$ cat config.mk
export PLATFORM = sky130hd
export DESIGN_NAME = int_to_rec_fn_iter
export DESIGN_NICKNAME = d
export VERILOG_FILES = /design/src/rtl/int_to_rec_fn_iter.sv
export SDC_FILE = /design/constraint.sdc
export NUM_CORES = 1
export LEC_CHECK = 0
export BUFFER_PORTS_ARGS = -buffer_cell sky130_fd_sc_hd__buf_2
export CORE_MARGIN = 3
export CORE_UTILIZATION = 43
export CTS_BUF_LIST = sky130_fd_sc_hd__clkbuf_8 sky130_fd_sc_hd__clkbuf_16
export CTS_CLUSTER_SIZE = 24
export DETAILED_ROUTE_END_ITERATION = 8
export GPL_ROUTABILITY_DRIVEN = 0
export PLACE_DENSITY_LB_ADDON = 0.3
export REMOVE_ABC_BUFFERS = 1
export SETUP_SLACK_MARGIN = 0.02
export SLEW_MARGIN = 20
export SYNTH_ARGS = -nofsm -noshare
export SYNTH_HDL_FRONTEND = slang
export SYNTH_SLANG_ARGS = --single-unit
$ cat constraint.sdc
create_clock -name clock -period 6.2 [get_ports clock]
set_input_delay 0.31 -clock clock [delete_from_list [all_inputs] [get_ports clock]]
set_output_delay 0.31 -clock clock [all_outputs]
set_load 0.01 [all_outputs]
$ cat src/rtl/int_to_rec_fn_iter.sv
// Iterative 32-bit integer to recoded e8/s24 float converter.
// One request at a time: the magnitude is normalised a byte or a bit per
// cycle, rounded in a single cycle, then held until the consumer takes it.
module int_to_rec_fn_iter (
   input  logic        clock,
   input  logic        reset,
   input  logic        in_valid,
   output logic        in_ready,
   input  logic [31:0] in_bits_in,
   input  logic        in_bits_signedIn,
   input  logic [2:0]  in_bits_roundingMode,
   output logic        out_valid,
   input  logic        out_ready,
   output logic [32:0] out_bits_out,
   output logic [4:0]  out_bits_exceptionFlags
);

   typedef enum logic [1:0] {IDLE, NORM, ROUND, DONE} state_t;

   localparam logic [2:0] RM_NEAR_EVEN   = 3'd0;
   localparam logic [2:0] RM_MIN_MAG     = 3'd1;
   localparam logic [2:0] RM_MIN         = 3'd2;
   localparam logic [2:0] RM_MAX         = 3'd3;
   localparam logic [2:0] RM_NEAR_MAXMAG = 3'd4;
   localparam logic [2:0] RM_ODD         = 3'd6;

   state_t      state;
   logic [31:0] mag;
   logic [4:0]  lzCount;
   logic        sign;
   logic [2:0]  roundMode;
   logic [32:0] outBits;
   logic [4:0]  outFlags;

   // Operand sign and magnitude at the point of acceptance.
   logic        inSign;
   logic [31:0] inMag;
   assign inSign = in_bits_signedIn & in_bits_in[31];
   assign inMag  = inSign ? (~in_bits_in + 32'd1) : in_bits_in;

   // Rounding datapath, valid while the normalised magnitude sits in mag.
   // mag[31] is always set here, so the significand overflows to 2^24
   // exactly when the 23 fraction bits are all ones and we increment.
   logic        guardBit;
   logic        stickyBit;
   logic        inexact;
   logic        roundInc;
   logic        roundCarry;
   logic [22:0] fractRnd;
   logic [22:0] fractOut;
   logic [8:0]  expOut;

   // Rounding decision, increment and exponent for the ROUND cycle.
   always_comb begin
      // NOTE: every always_comb output gets a default first so no path can
      // leave it unassigned and infer a latch.
      roundInc  = 1'b0;
      guardBit  = mag[7];
      stickyBit = |mag[6:0];
      inexact   = guardBit | stickyBit;
      case (roundMode)
         RM_NEAR_EVEN:   roundInc = guardBit & (stickyBit | mag[8]);
         RM_NEAR_MAXMAG: roundInc = guardBit;
         RM_MIN:         roundInc = sign & inexact;
         RM_MAX:         roundInc = ~sign & inexact;
         RM_MIN_MAG:     roundInc = 1'b0;
         default:        roundInc = 1'b0;
      endcase
      roundCarry = roundInc & (&mag[30:8]);
      fractRnd   = mag[30:8] + {22'd0, roundInc};
      fractOut   = {fractRnd[22:1],
                    fractRnd[0] | ((roundMode == RM_ODD) & inexact)};
      expOut     = 9'h100 + {4'd0, 5'd31 - lzCount} + {8'd0, roundCarry};
   end

   // Control FSM and datapath registers; reset aborts any operation.
   always_ff @(posedge clock) begin
      // NOTE: sequential state uses non-blocking assignments so every
      // register samples the pre-edge values of the others.
      if (reset) begin
         state     <= IDLE;
         mag       <= 32'd0;
         lzCount   <= 5'd0;
         sign      <= 1'b0;
         roundMode <= 3'd0;
         outBits   <= 33'd0;
         outFlags  <= 5'd0;
      end else begin
         case (state)
            IDLE: begin
               if (in_valid) begin
                  roundMode <= in_bits_roundingMode;
                  sign      <= inSign;
                  mag       <= inMag;
                  lzCount   <= 5'd0;
                  if (inMag != 32'd0) begin
                     state <= NORM;
                  end else begin
                     outBits  <= 33'd0;
                     outFlags <= 5'd0;
                     state    <= DONE;
                  end
               end
            end
            NORM: begin
               if (mag[31:24] == 8'd0) begin
                  mag     <= mag << 8;
                  lzCount <= lzCount + 5'd8;
               end else if (!mag[31]) begin
                  mag     <= mag << 1;
                  lzCount <= lzCount + 5'd1;
               end else begin
                  state <= ROUND;
               end
            end
            ROUND: begin
               outBits  <= {sign, expOut, fractOut};
               outFlags <= {4'b0000, inexact};
               state    <= DONE;
            end
            DONE: begin
               if (out_ready) state <= IDLE;
            end
            default: state <= IDLE;
         endcase
      end
   end

   assign in_ready                = (state == IDLE);
   assign out_valid               = (state == DONE);
   assign out_bits_out            = outBits;
   assign out_bits_exceptionFlags = outFlags;

endmodule

**Word-level counts from Yosys, hierarchy flattened**

Cells that the tools add are included.

- Add/sub/neg operators: 7
- Multipliers: 0
- Div/mod/pow operators: 0
- $lt $le $gt $ge: 0
- Equal/unequal tests: 13
- Shift operators: 0
- Muxes and demuxes: 22
- Bitwise operators: 11
- Reductions and logical operators: 13

Operators by type and width:

| operator | number |
|---|---|
| $mux W32 | 4 |
| $mux W33 | 2 |
| $pmux W33 S2 | 1 |
| $pmux W32 S2 | 1 |
| $add A32 B1 Y32 const B | 1 |
| $not A32 Y32 | 1 |
| $reduce_bool A32 Y1 | 1 |
| $mux W5 | 5 |
| $add A23 B1 Y23 | 1 |
| $reduce_and A23 Y1 | 1 |
| $pmux W5 S2 | 2 |
| $mux W2 | 5 |
| $add A9 B1 Y9 | 1 |
| $add A9 B5 Y9 const A | 1 |
| $logic_not A8 Y1 | 1 |
| $ne A2 B2 Y1 const B | 4 |
| $pmux W2 S4 | 1 |
| $reduce_or A7 Y1 | 1 |
| $and A1 B1 Y1 | 6 |
| $eq A3 B2 Y1 const B | 2 |
| $eq A3 B3 Y1 const B | 2 |
| $reduce_and A3 Y1 | 2 |
| $add A5 B1 Y5 const B | 1 |
| $add A5 B4 Y5 const B | 1 |
| other kinds (13) | 18 |

- Bits in registers: 81
- Bits in latches: 0
- Memory bits (writable): 0
- Bits in read-only memories: 0
- Bits of input ports: 40
- Output and inout bits: 40
- Logic and storage cells: 74
- Memories: 0

**Logic depth before layout (Yosys ltp)**

- Depth in word-level cells: 7
- Gate-level depth with buffers: 16
- Depth with buffers taken out: 16

**Worst setup path before layout**

No wires, ideal clock.

- Kind: register -> register
- Start: register mag[3]
- End: register outBits[21], in the netlist out_bits_out[21]
- Library setup time: 0.072 ns
- Arrival time: 2.921 ns
- Slack: 3.207 ns
- Stages on the path, launching flop included: 16
- Clock period less this slack: 2.993 ns
- Cell sequence: dfxtp_1 > or4_1 > or4_1 > or2_2 > nand2_1 > o31a_1 > o21ai_0 > ha_1 > and4_1 > nor2b_1 > nand2_1 > nor2_1 > nand4_1 > xnor2_1 > nand2_1 > mux2i_1

- Cells in the longest elaborated chain, start to end: 6

RTL lines:

| element | RTL line | text |
|---|---|---|
| start, declared | 28 | `logic [31:0] mag;` |
| start signal, assigned | 94 | `mag <= inMag;` |
| start signal, assigned | 107 | `mag <= mag << 8;` |
| start signal, assigned | 110 | `mag <= mag << 1;` |
| $reduce_or A7 Y1 (*) | 59 | `stickyBit = \|mag[6:0];` |
| $or A1 B1 Y1 (on tied branches) | 60, 62 |  |
| $and A1 B1 Y1 (on tied branches) | 65, 62, 64 |  |
| $pmux W1 S4 (*) | 61 | `case (roundMode)` |
| $add A23 B1 Y23 (*) | 70 | `fractRnd = mag[30:8] + {22'd0, roundInc};` |
| $pmux W33 S2 (*) | 89 | `case (state)` |
| end signal, assigned | 117 | `outBits <= {sign, expOut, fractOut};` |
| end, declared | 32 | `logic [32:0] outBits;` |

Mark *: on every way between the ends. The rest lies on a longest branch, timed or not.
A chain may end at the register's enable or synchronous reset.

**Worst setup path in the final report**

Ends and elaborated chain as after synthesis.

==> metrics <==
status completed; Clk pwr share between 20% and 30%; #FFs+latches synth 75; Mean Syn Cell Area roughly 7.8 um^2; top cells by count, synth dfxtp_1 (75), nand2_1 (74), nor2_1 (64); # DRC 0; Synth Flop Type dfxtp_1; Routed Antenna Nets 0; Synth top area share between 20 and 30%; final hold vios 0; largest net degree at the start of global routing between 40 and 50; Area growth syn-to-layout 13.3%; clk root buf clkbuf_16; post-route setup slack roughly 2800 ps; total grt overflow 0; RSZ-0062 raised after global routing false; crit end category flip-flop; Finish-stage setup viols 0; Pre-antenna DRT Iters 5; Synth Cell Area ~5400 um^2; Hold-fix buffers, CTS 0; VDD IR max around 190 uV; H-Tree Level Count 3; Synth area leader dfxtp_1; crit-path max FO 4; Via Count ~5200; Nets just under 800; part of the power in registers between 30% and 40%; Logic pwr share 41.1%; switching power about 0.9 mW; Synth area leaders dfxtp_1 (28%), mux2i_1 (6.0%), nand2_1 (5.2%); Diodes inserted 0; WL final about 15 mm; Power Density ~360 nW/um^2; starting DRC count in detailed routing 533; Post-synth ARST share 0%; non-filler instance count after layout 900; setup bufs post-CTS 0; Worst-Skew Late Latency approximately 330 ps; initial antenna violation count 0; post-DR wirelength/cell 16.3 um; post-placement cell count slightly below 900; min Tclk post-route 3410 ps; register area share after synthesis about 28%; Setup Skew roughly 7.2 ps; worst-margin pin slew 1110 ps; internal power between 1 and 1.5 mW; CP Class reg2reg; die area about 14000 um^2; Max-cap violations 0; synth warn 0; switching share of total power between 40% and 50%; Tcrit/Tclk final roughly 55%; hold_ws about 240 ps; first-pass GRT wire length around 24 mm; GRT Overall Usage a little over 20%; crit start category flip-flop; Port-buffer cells 73; EDFF count, synth 0; post-CTS sizing 0; HPWL after detailed placement 10.8 mm; clock edge transition at the registers on the reported setup and hold paths 60 ps; Sink Count 75; crit path DAT between 3000 and 4000 ps; Die Y-Extent roughly 120 um; slew margin rel. approximately 26%; core area approximately 12000 um^2; # rows 40; Die Width around 120 um; vias in the first global route 4738; setup TNS 0 ps; synthesized netlist cell count 690; Vias/cell roughly 5.7; Max Fclk 0.293 GHz; fin. max-slew vios 0; worst endpoint required time approximately 6500 ps; count of cell types in the netlist 64; Initial Utilization 44.3%; Place WS roughly 2600 ps; Power Total between 2 and 2.5 mW; most frequent cell after synthesis dfxtp_1; CTS tree built; Static Leak roughly 2.5 nW; share of cells above drive strength 1 between 10% and 20%; Hold Crit Class in2reg; number of clock buffers inserted by TritonCTS 9; io pins 80; CTS Buffer Depth 2
==> critical path, stage by stage (launching register included) <==
cell	delay (ps)
dfxtp_1	350
or4_1	520
or4_1	430
or2_2	300
nand2_1	110
nor3_1	60
nand2_1	60
o21ai_0	180
ha_1	280
and4_1	230
nor2b_1	180
nand2_1	130
nor2_1	70
nand4_1	110
xnor2_1	120
nand2_1	60
mux2i_1	120
==> registers in the layout, indices dropped and copies added, names as in the netlist <==
signal,flops
mag,32
sign,1
state,2
lzCount,5
out_bits_out,31
roundMode,3
out_bits_exceptionFlags,1
==> cell families (layout without fill, tap and decap cells) <==
family | count (synthesis) | count (layout) | share of synthesized area (%)
adders and majority gates | 12 | 12 | 2.80
DFF | 75 | 75 | 28.0
xor gates and xnor gates | 54 | 54 | 8.80
buffers and inverters | 72 | 109 | 5.94
and+or+nand+nor | 318 | 318 | 31.3
other | 1 | 6 | 0.0698
muxes | 34 | 34 | 6.38
AOI/OAI and AO/OA | 124 | 124 | 16.8
==> power by group through the flow <==
stage | logic [mW] | clock network (mW) | registers, mW
after detailed placement | 0.891 | 0 | 0.744
after floorplan | 0.665 | 0 | 0.688
final | 0.905 | 0.561 | 0.739
after CTS | 0.897 | 0.570 | 0.733
after global placement | 0.883 | 0 | 0.739
after global routing | 1.01 | 0.594 | 0.753
==> metal layers <==
metal | vias to the layer above | GRT usage (%) | share of wire, %
met5 | - | 0 | 0
met4 | 0 | 6.37 | 1.1
met3 | 13 | 3.27 | 7.4
met2 | 204 | 31.6 | 44
met1 | 2409 | 29.4 | 47
li1 | 2543 | - | -
==> stage by stage <==
stage	utilization, %	instance area [um^2]
2_1_floorplan	-	5120
3_3_place_gp	47.6	5760
3_5_place_dp	47.6	5760
4_1_cts	50.2	6080
5_1_grt	50.2	6080
6_report	50.2	6080
==> cells in the final DEF (no fill, tap or decap), types with 7 or more instances in the layout <==
master	synthesis	layout
o21a_1	17	17
nor2_1	64	64
and3_1	8	8
inv_1	13	13
nor4_1	15	15
nand4_1	15	15
buf_4	6	7
nor2b_1	7	7
nand2_1	74	74
ha_1	12	12
nor3_1	34	34
a221oi_1	20	20
nand3_1	20	20
nor3b_1	7	7
nand2b_1	37	37
a21oi_1	23	23
dfxtp_1	75	75
buf_2	3	73
mux2i_1	32	32
o21ai_0	15	15
xnor2_1	30	30
xor2_1	24	24
clkbuf_16	0	9
==> final cells by class <==
cell class                      count  area (um^2)
Inverter                           13         48.8
Timing Repair Buffer               80          418
Sequential cell                    75         1500
Multi-Input combinational cell    548         3580
Clock buffer                       10          239
Fill cell                        1193         6030
Tap cell                          168          210
Clock inverter                      6         86.3
==> path summary, 6_finish.rpt <==
check / start / to / slack (ps) / cells after the start
max: mag[3] / out_bits_out[21] / 2790 / 16
min reg2reg: out_bits_out[18] / out_bits_out[18] / 470 / 2
max reg2reg: mag[3] / out_bits_out[21] / 2790 / 16
min: in_bits_roundingMode[2] / roundMode[2] / 240 / 3
No activity file was read; power rests on OpenSTA's default activity.
